### config.mk
export PLATFORM = sky130hd
export DESIGN_NAME = cpu_program_loader
export DESIGN_NICKNAME = d
export VERILOG_FILES = /design/src/rtl/cpu_program_loader.sv
export SDC_FILE = /design/constraint.sdc
export NUM_CORES = 1
export LEC_CHECK = 0
export ABC_AREA = 0
export CORE_MARGIN = 3
export CORE_UTILIZATION = 44
export DETAILED_ROUTE_END_ITERATION = 8
export PLACE_DENSITY = 0.68
export SLEW_MARGIN = 10
export SYNTH_ARGS = -nofsm -noshare
export SYNTH_HDL_FRONTEND = slang
export SYNTH_SLANG_ARGS = --single-unit
### constraint.sdc
create_clock -name clk -period 2.6 [get_ports clk]
set_input_delay 0.52 -clock clk [delete_from_list [all_inputs] [get_ports clk]]
set_output_delay 0.52 -clock clk [all_outputs]
set_load 0.02 [all_outputs]
### src/rtl/cpu_program_loader.sv
// cpu_program_loader
//   Byte-stream boot loader sitting in front of the cpu top. A frame is a
//   command byte, optionally followed by a little-endian 16-bit word count and
//   that many words, LSB byte first. Load commands fill instruction memory
//   (32-bit words) or data memory (64-bit words) through the cpu external
//   write ports. The run command raises cpu_enable until a stop command.
//
// Ports
//   clk          main clock, rising edge
//   arst_n       asynchronous reset, active low
//   in_data      stream byte
//   in_valid     in_data valid
//   in_ready     byte accepted this cycle when in_valid is also high
//   imem_addr    instruction write byte address  (cpu addr_ext)
//   imem_wen     instruction write strobe         (cpu wen_ext)
//   imem_wdata   instruction write data           (cpu wdata_ext)
//   dmem_addr    data write byte address          (cpu addr_ext_2)
//   dmem_wen     data write strobe                (cpu wen_ext_2)
//   dmem_wdata   data write data                  (cpu wdata_ext_2)
//   cpu_enable   cpu run enable
//   busy         a frame is being parsed or a word is being written
//   done         one-cycle pulse when a load frame completes
//   err          sticky protocol error, cleared only by reset
//
// States
//   state    | meaning
//   ---------+-----------------------------------------------------------
//   S_IDLE   | waiting for a command byte
//   S_CNT_LO | waiting for word count bits [7:0]
//   S_CNT_HI | waiting for word count bits [15:8]
//   S_DATA   | assembling the current word, one byte per transfer
//   S_WRITE  | write strobe is out, stream stalled, pointer advances
//   S_RUN    | cpu enabled, only the stop command is legal

module cpu_program_loader #(
  parameter logic [63:0] IMEM_BASE = 64'h0,
  parameter logic [63:0] DMEM_BASE = 64'h0,
  parameter int          CNT_W     = 16
) (
  input  logic        clk,
  input  logic        arst_n,
  input  logic [7:0]  in_data,
  input  logic        in_valid,
  output logic        in_ready,
  output logic [63:0] imem_addr,
  output logic        imem_wen,
  output logic [31:0] imem_wdata,
  output logic [63:0] dmem_addr,
  output logic        dmem_wen,
  output logic [63:0] dmem_wdata,
  output logic        cpu_enable,
  output logic        busy,
  output logic        done,
  output logic        err
);

  localparam logic [7:0] CMD_IMEM = 8'h01;
  localparam logic [7:0] CMD_DMEM = 8'h02;
  localparam logic [7:0] CMD_RUN  = 8'h03;
  localparam logic [7:0] CMD_STOP = 8'h04;

  typedef enum logic [2:0] {
    S_IDLE,
    S_CNT_LO,
    S_CNT_HI,
    S_DATA,
    S_WRITE,
    S_RUN
  } state_t;

  state_t state_q, state_d;

  logic             tgt_dmem_q;
  logic [2:0]       byte_idx_q;
  logic [63:0]      asm_q;
  logic [7:0]       cnt_lo_q;
  logic [CNT_W-1:0] words_left_q;
  logic [63:0]      imem_ptr_q;
  logic [63:0]      dmem_ptr_q;

  logic [63:0]      imem_addr_q;
  logic [31:0]      imem_wdata_q;
  logic             imem_wen_q;
  logic [63:0]      dmem_addr_q;
  logic [63:0]      dmem_wdata_q;
  logic             dmem_wen_q;
  logic             done_q;
  logic             err_q;

  logic             xfer;
  logic             last_byte;
  logic             last_word;
  logic [63:0]      asm_next;
  logic [CNT_W-1:0] count_full;
  logic             load_cmd;
  logic             err_set;

  assign in_ready   = (state_q != S_WRITE);
  assign xfer       = in_valid & in_ready;
  assign cpu_enable = (state_q == S_RUN);
  assign busy       = (state_q != S_IDLE) && (state_q != S_RUN);

  assign imem_addr  = imem_addr_q;
  assign imem_wdata = imem_wdata_q;
  assign imem_wen   = imem_wen_q;
  assign dmem_addr  = dmem_addr_q;
  assign dmem_wdata = dmem_wdata_q;
  assign dmem_wen   = dmem_wen_q;
  assign done       = done_q;
  assign err        = err_q;

  assign last_byte  = tgt_dmem_q ? (byte_idx_q == 3'd7) : (byte_idx_q == 3'd3);
  assign last_word  = (words_left_q == CNT_W'(1));
  assign count_full = CNT_W'({in_data, cnt_lo_q});
  assign load_cmd   = (in_data == CMD_IMEM) || (in_data == CMD_DMEM);

  // Word being assembled with the current byte merged in, so the write
  // registers can capture the complete word on the last byte's transfer.
  always_comb begin
    asm_next = asm_q;
    asm_next[{byte_idx_q, 3'b000} +: 8] = in_data;
  end

  always_ff @(posedge clk or negedge arst_n) begin
    if (!arst_n) begin
      state_q <= S_IDLE;
    end else begin
      state_q <= state_d;
    end
  end

  always_comb begin
    state_d = state_q;
    err_set = 1'b0;
    case (state_q)
      S_IDLE: begin
        if (xfer) begin
          if (load_cmd) begin
            state_d = S_CNT_LO;
          end else if (in_data == CMD_RUN) begin
            state_d = S_RUN;
          end else if (in_data != CMD_STOP) begin
            err_set = 1'b1;
          end
        end
      end
      S_CNT_LO: begin
        if (xfer) state_d = S_CNT_HI;
      end
      S_CNT_HI: begin
        if (xfer) state_d = (count_full == '0) ? S_IDLE : S_DATA;
      end
      S_DATA: begin
        if (xfer && last_byte) state_d = S_WRITE;
      end
      S_WRITE: begin
        state_d = last_word ? S_IDLE : S_DATA;
      end
      S_RUN: begin
        if (xfer) begin
          if (in_data == CMD_STOP) begin
            state_d = S_IDLE;
          end else begin
            err_set = 1'b1;
          end
        end
      end
      default: state_d = S_IDLE;
    endcase
  end

  // The write port registers are loaded on the last byte's transfer so the
  // strobe lands in S_WRITE; the pointer only advances in S_WRITE, which
  // leaves addr/wdata showing the last written word while the strobe is low.
  always_ff @(posedge clk or negedge arst_n) begin
    if (!arst_n) begin
      tgt_dmem_q   <= 1'b0;
      byte_idx_q   <= 3'd0;
      asm_q        <= 64'd0;
      cnt_lo_q     <= 8'd0;
      words_left_q <= '0;
      imem_ptr_q   <= IMEM_BASE;
      dmem_ptr_q   <= DMEM_BASE;
      imem_addr_q  <= IMEM_BASE;
      imem_wdata_q <= 32'd0;
      imem_wen_q   <= 1'b0;
      dmem_addr_q  <= DMEM_BASE;
      dmem_wdata_q <= 64'd0;
      dmem_wen_q   <= 1'b0;
      done_q       <= 1'b0;
      err_q        <= 1'b0;
    end else begin
      imem_wen_q <= 1'b0;
      dmem_wen_q <= 1'b0;
      done_q     <= 1'b0;
      if (err_set) err_q <= 1'b1;

      case (state_q)
        S_IDLE: begin
          if (xfer && load_cmd) begin
            tgt_dmem_q <= (in_data == CMD_DMEM);
            byte_idx_q <= 3'd0;
            asm_q      <= 64'd0;
            if (in_data == CMD_DMEM) begin
              dmem_ptr_q <= DMEM_BASE;
            end else begin
              imem_ptr_q <= IMEM_BASE;
            end
          end
        end
        S_CNT_LO: begin
          if (xfer) cnt_lo_q <= in_data;
        end
        S_CNT_HI: begin
          if (xfer) begin
            words_left_q <= count_full;
            if (count_full == '0) done_q <= 1'b1;
          end
        end
        S_DATA: begin
          if (xfer) begin
            asm_q      <= asm_next;
            byte_idx_q <= byte_idx_q + 3'd1;
            if (last_byte) begin
              byte_idx_q <= 3'd0;
              if (last_word) done_q <= 1'b1;
              if (tgt_dmem_q) begin
                dmem_wen_q   <= 1'b1;
                dmem_addr_q  <= dmem_ptr_q;
                dmem_wdata_q <= asm_next;
              end else begin
                imem_wen_q   <= 1'b1;
                imem_addr_q  <= imem_ptr_q;
                imem_wdata_q <= asm_next[31:0];
              end
            end
          end
        end
        S_WRITE: begin
          words_left_q <= words_left_q - CNT_W'(1);
          asm_q        <= 64'd0;
          if (tgt_dmem_q) begin
            dmem_ptr_q <= dmem_ptr_q + 64'd8;
          end else begin
            imem_ptr_q <= imem_ptr_q + 64'd4;
          end
        end
        default: ;
      endcase
    end
  end

endmodule

======== Word-level counts from Yosys, hierarchy flattened ========
Index checks and enable logic that the tools add are counted.
word-level totals
  register bits ........................... 451
  input bits .............................. 11
  output and inout bits ................... 231
  word-level logic and storage cells ...... 125
cells by class
  multiplexer cells ....................... 51
  add/sub/neg operators ................... 5
  shift operators ......................... 2
  eq/ne operators ......................... 28
  bitwise logic cells ..................... 2
  reductions and logical operators ........ 21
operators by type and width
  cell                    number
  $mux 64                 8
  $pmux 64 s2             2
  $pmux 64 s3             1
  $add 64x3->64 const B   1
  $add 64x4->64 const B   1
  $bwmux 64               1
  $shift 8x8->64 const A  1
  $shiftx 8x8->64         1
  $mux 3                  11
  $pmux 16 s2             1
  $mux 1                  20
  $ne 2x2->1 const B      10
  $pmux 3 s6              1
  $eq 16x1->1 const B     1
  $eq 8x2->1 const B      2
  $logic_not 16->1        1
  $mux 16                 1
  $reduce_and 4->1        4
  $sub 16x1->16 const B   1
  $eq 3x2->1 const B      3
  $eq 3x3->1 const B      3
  $ne 3x3->1 const B      3
  $eq 8x1->1 const B      1
  $eq 8x3->1 const B      1
  18 further kinds        29

======== Longest topological paths before layout ========
  depth after elaboration ................. 6
  depth in mapped cells ................... 10

======== Least setup slack after synthesis ========
No wires, ideal clock.
  path type ............................... input -> register
  start ................................... in in_data[4]
  end ..................................... reg imem_ptr_q[38]
  slack ................................... -59 ps
  arrival time ............................ 2581 ps
  path buffers ............................ 1
  required time ........................... 2522 ps
  stages .................................. 6
  path through ............................ or4_4 > or4_1 > buf_2 > a2111oi_4 > or3b_1 > a21oi_1
on the way
  longest elaborated chain between the ends .. 5
ends and longest elaborated chain
  element                                          line      text
  start, declared                                  42        input logic [7:0] in_data,
  $eq 8x1->1 / $eq 8x2->1 (equally long branches)  115, 204
  $logic_or 1x1->1                                 115       assign load_cmd = (in_data == CMD_IMEM) || (in_data == CMD_DMEM);
  $logic_and 1x1->1                                200       if (xfer && load_cmd) begin
  $ne 2x2->1 (no line)                             n/a
  $reduce_and 4->1 (no line) *                     n/a
  end signal, assigned                             245       imem_ptr_q <= imem_ptr_q + 64'd4;
  end, declared                                    78        logic [63:0] imem_ptr_q;
Mark *: on every way between the ends. The rest lies on a longest branch, timed or not.
A chain may end at the register's enable or synchronous reset.

======== Worst setup path in the final report ========
  start ................................... in in_data[5]
  end ..................................... reg imem_ptr_q[52]
Same word-level chain as after synthesis.

==> metrics <==
routed vias 16585; CP Data Required Time 3.10 ns; Synth Register Bits 441; Post-Syn Instances 1933; DRT Pass-1 Iters 5; Site Rows 77; Clock power frac 0.376; final WL 54.50 mm; WL/cell 18.98 um; height of the die 219.3 um; pwr/cell area 738.3 mW/mm^2; Clk Latency, worst-skew pair 0.57 ns; RR Endpoint imem_ptr_q[52]; Synth Area per Inst 10.36 sq um; clk root buf clkbuf_16; final hold violations 0; EDFF count, synth 0; DR iter-0 viols 1534; Overall Power 18.94 mW; first-pass GRT wire length 87.80 mm; R2R setup slack 0.08 ns; gr ovfl total 0; register share of total power 0.430; Final Slew Violations 0; Synth Flop Type dfrtp_1; vias in the first global route 16102; post-synth top area cell dfrtp_1; initial core utilization 0.4489; Synth Cell Area 0.02002 sq mm; most frequent cells after synthesis 441 x dfrtp_1, 223 x nand2_1, 214 x o21ai_0; Tightest Pin Transition 0.7818 ns; post-detail-place hpwl 38.06 mm; post-synth top area share 0.5511; ys async rst share 1.000; # port buffers 236; leakage power 11.15 nW; die span in x 219.3 um; Pint 13.30 mW; area delta synth->final 28.08%; clk sinks 441; most frequent cell after synthesis dfrtp_1; share of cells above drive strength 1 0.1689; CTS max path bufs 3; antenna viol nets, final 0; Worst slew margin 0.4788; clock slew at reported path FFs 0.06 ns; RR Startpoint state_q[0]; num ports 242; Max VDD drop 0.0004780 V; Final Setup Violations 1; Max Clock Freq 0.3840 GHz; Area contributors post-synth dfrtp_1 55%, mux2_2 6.9%, o21ai_0 5.3%; core area 0.04461 sq mm; Max-cap violations 0; status complete, but fails checks; initial antenna violation count 0; crit path time final 2.604 ns; ant diodes 0; Fin Clk Skew 0.008983 ns; Synthesis Warnings 0; Post-route DRC 0; Switching Share 0.2976; GPL Wtd Cong 0.8684; Worst Path Max Fanout 4; Comb power frac 0.194; Final period util 1.002; violated checks negative setup slack; worst hold path class in -> async; sequential share of the synthesized area 0.5511; CTS buffer count 48; Distinct cells, synth 70; Final WS setup -0.004195 ns; P_sw 5.635 mW; largest net degree at the start of global routing 97; Setup crit start kind input port; Die ar. 0.04811 sq mm; Total GRT Usage 0.2258; layout net count 2265; r2r worst-path depth 7; crit path kind in -> reg; Via density 5.775; htree depth 2; setup TNS -0.004195 ns; CTS tree built; Critical Path AT 3.11 ns; Fillers 3805; critical path endpoint category register
==> worst max-delay path by stage <==
stage               startpoint        endpoint  slack (ns)  cells past startpoint
floorplan           in_data[4]  imem_ptr_q[52]       -0.01                      6
global route        in_data[5]  imem_ptr_q[52]       -0.01                      8
finish              in_data[5]  imem_ptr_q[52]      -0.004                      8
global placement    in_data[4]  imem_ptr_q[51]       -0.52                      8
detailed placement  in_data[4]  imem_ptr_q[59]       -0.58                      8
CTS                 state_q[2]        in_ready       0.007                      5
==> power by group through the flow <==
| stage | Combinational (mW) | Clock (mW) | Sequential (mW) |
|---|---|---|---|
| floorplan | 2.14 | 0 | 8.17 |
| global placement | 3.52 | 0 | 8.21 |
| detailed placement | 3.62 | 0 | 8.23 |
| CTS | 3.65 | 7.30 | 8.12 |
| global route | 4.08 | 7.59 | 8.23 |
| finish | 3.67 | 7.12 | 8.14 |
==> critical path: stages <==
cell and delay, ns:
clkdlybuf4s50_1 0.42, or4_4 0.59, nor4_4 0.27, buf_4 0.17, o211ai_1 0.18, buf_4 0.20
or4b_2 0.61, a21oi_2 0.13
==> layout by cell type (no fill, tap or decap), types with 12 or more instances in the layout <==
master	instances
and2_1	14
o2bb2ai_1	16
or4_1	31
and3_1	23
mux2_2	123
nand3_1	66
buf_12	12
buf_4	130
o21ai_0	213
inv_1	22
clkdlybuf4s50_1	232
dfrtp_1	441
a21oi_1	112
a21o_1	13
nor3_1	20
nand2_1	223
a31oi_1	13
clkinv_2	12
nor2_1	106
a22o_1	30
mux2i_1	28
o31ai_1	34
nand4_1	50
clkbuf_16	49
and4_1	15
or3_1	39
nor4_1	19
==> per-layer routing <==
metal,track usage,wire [um]
met5,0,0
met4,0.05876,1231
met3,0.04805,4044
met2,0.3527,24930
met1,0.3216,24290
==> layout make-up <==
cell class / instances / area [sq um] / area share
tap: 592 / 740.7 / 0.02888
clock inverter: 21 / 266.5 / 0.01039
multi-input combinational: 1349 / 8517 / 0.3321
timing repair buffer: 380 / 3601 / 0.1404
clock buffer: 66 / 1400 / 0.05459
sequential: 441 / 11040 / 0.4303
inverter: 23 / 86.33 / 0.003366
==> timing repair <==
item / 4_1_cts / 5_1_grt
setup endpoints to repair: 2 / 49
gates resized for setup: 3 / 15
hold buffers: 1 / 0
setup buffers: 0 / 5
pin swaps: 0 / 3
endpoints found under the hold margin: 41 / 0
==> state kept, by name, indices dropped and copies added (netlist names), 16 cells and up <==
signal        cells
dmem_wdata       64
imem_addr        62
dmem_addr        61
imem_wdata       32
asm_q            64
imem_ptr_q       62
words_left_q     16
dmem_ptr_q       61
==> per-stage QoR <==
step | hold WS [ns] | setup WS, ns | util | cell area, sq um | std cells
floorplan | 0.2244 | -0.01120 | - | 20050 | 1937
global placement | 0.4606 | -0.5188 | 0.5354 | 23880 | 2779
detailed placement | 0.4690 | -0.5826 | 0.5354 | 23880 | 2779
CTS | 0.4614 | 0.007037 | 0.5731 | 25560 | 2867
global route | 0.4858 | -0.01032 | 0.5750 | 25650 | 2872
finish | 0.4708 | -0.004195 | 0.5750 | 25650 | 2872
==> kinds of logic (layout without fill, tap and decap cells) <==
| family | Yosys count | after routing | synth area share |
|---|---|---|---|
| AO/OA/AOI/OAI | 505 | 505 | 0.1545 |
| XOR/XNOR | 18 | 18 | 0.007873 |
| adder cells (fa/ha/maj) | 11 | 11 | 0.006873 |
| buffers and inverters | 147 | 490 | 0.02874 |
| flip-flops | 441 | 441 | 0.5511 |
| multiplexers | 151 | 151 | 0.08317 |
| other | 1 | 5 | 0.0001873 |
| AND/OR/NAND/NOR | 659 | 659 | 0.1675 |
Note: power is estimated with default switching activity, not from simulation.
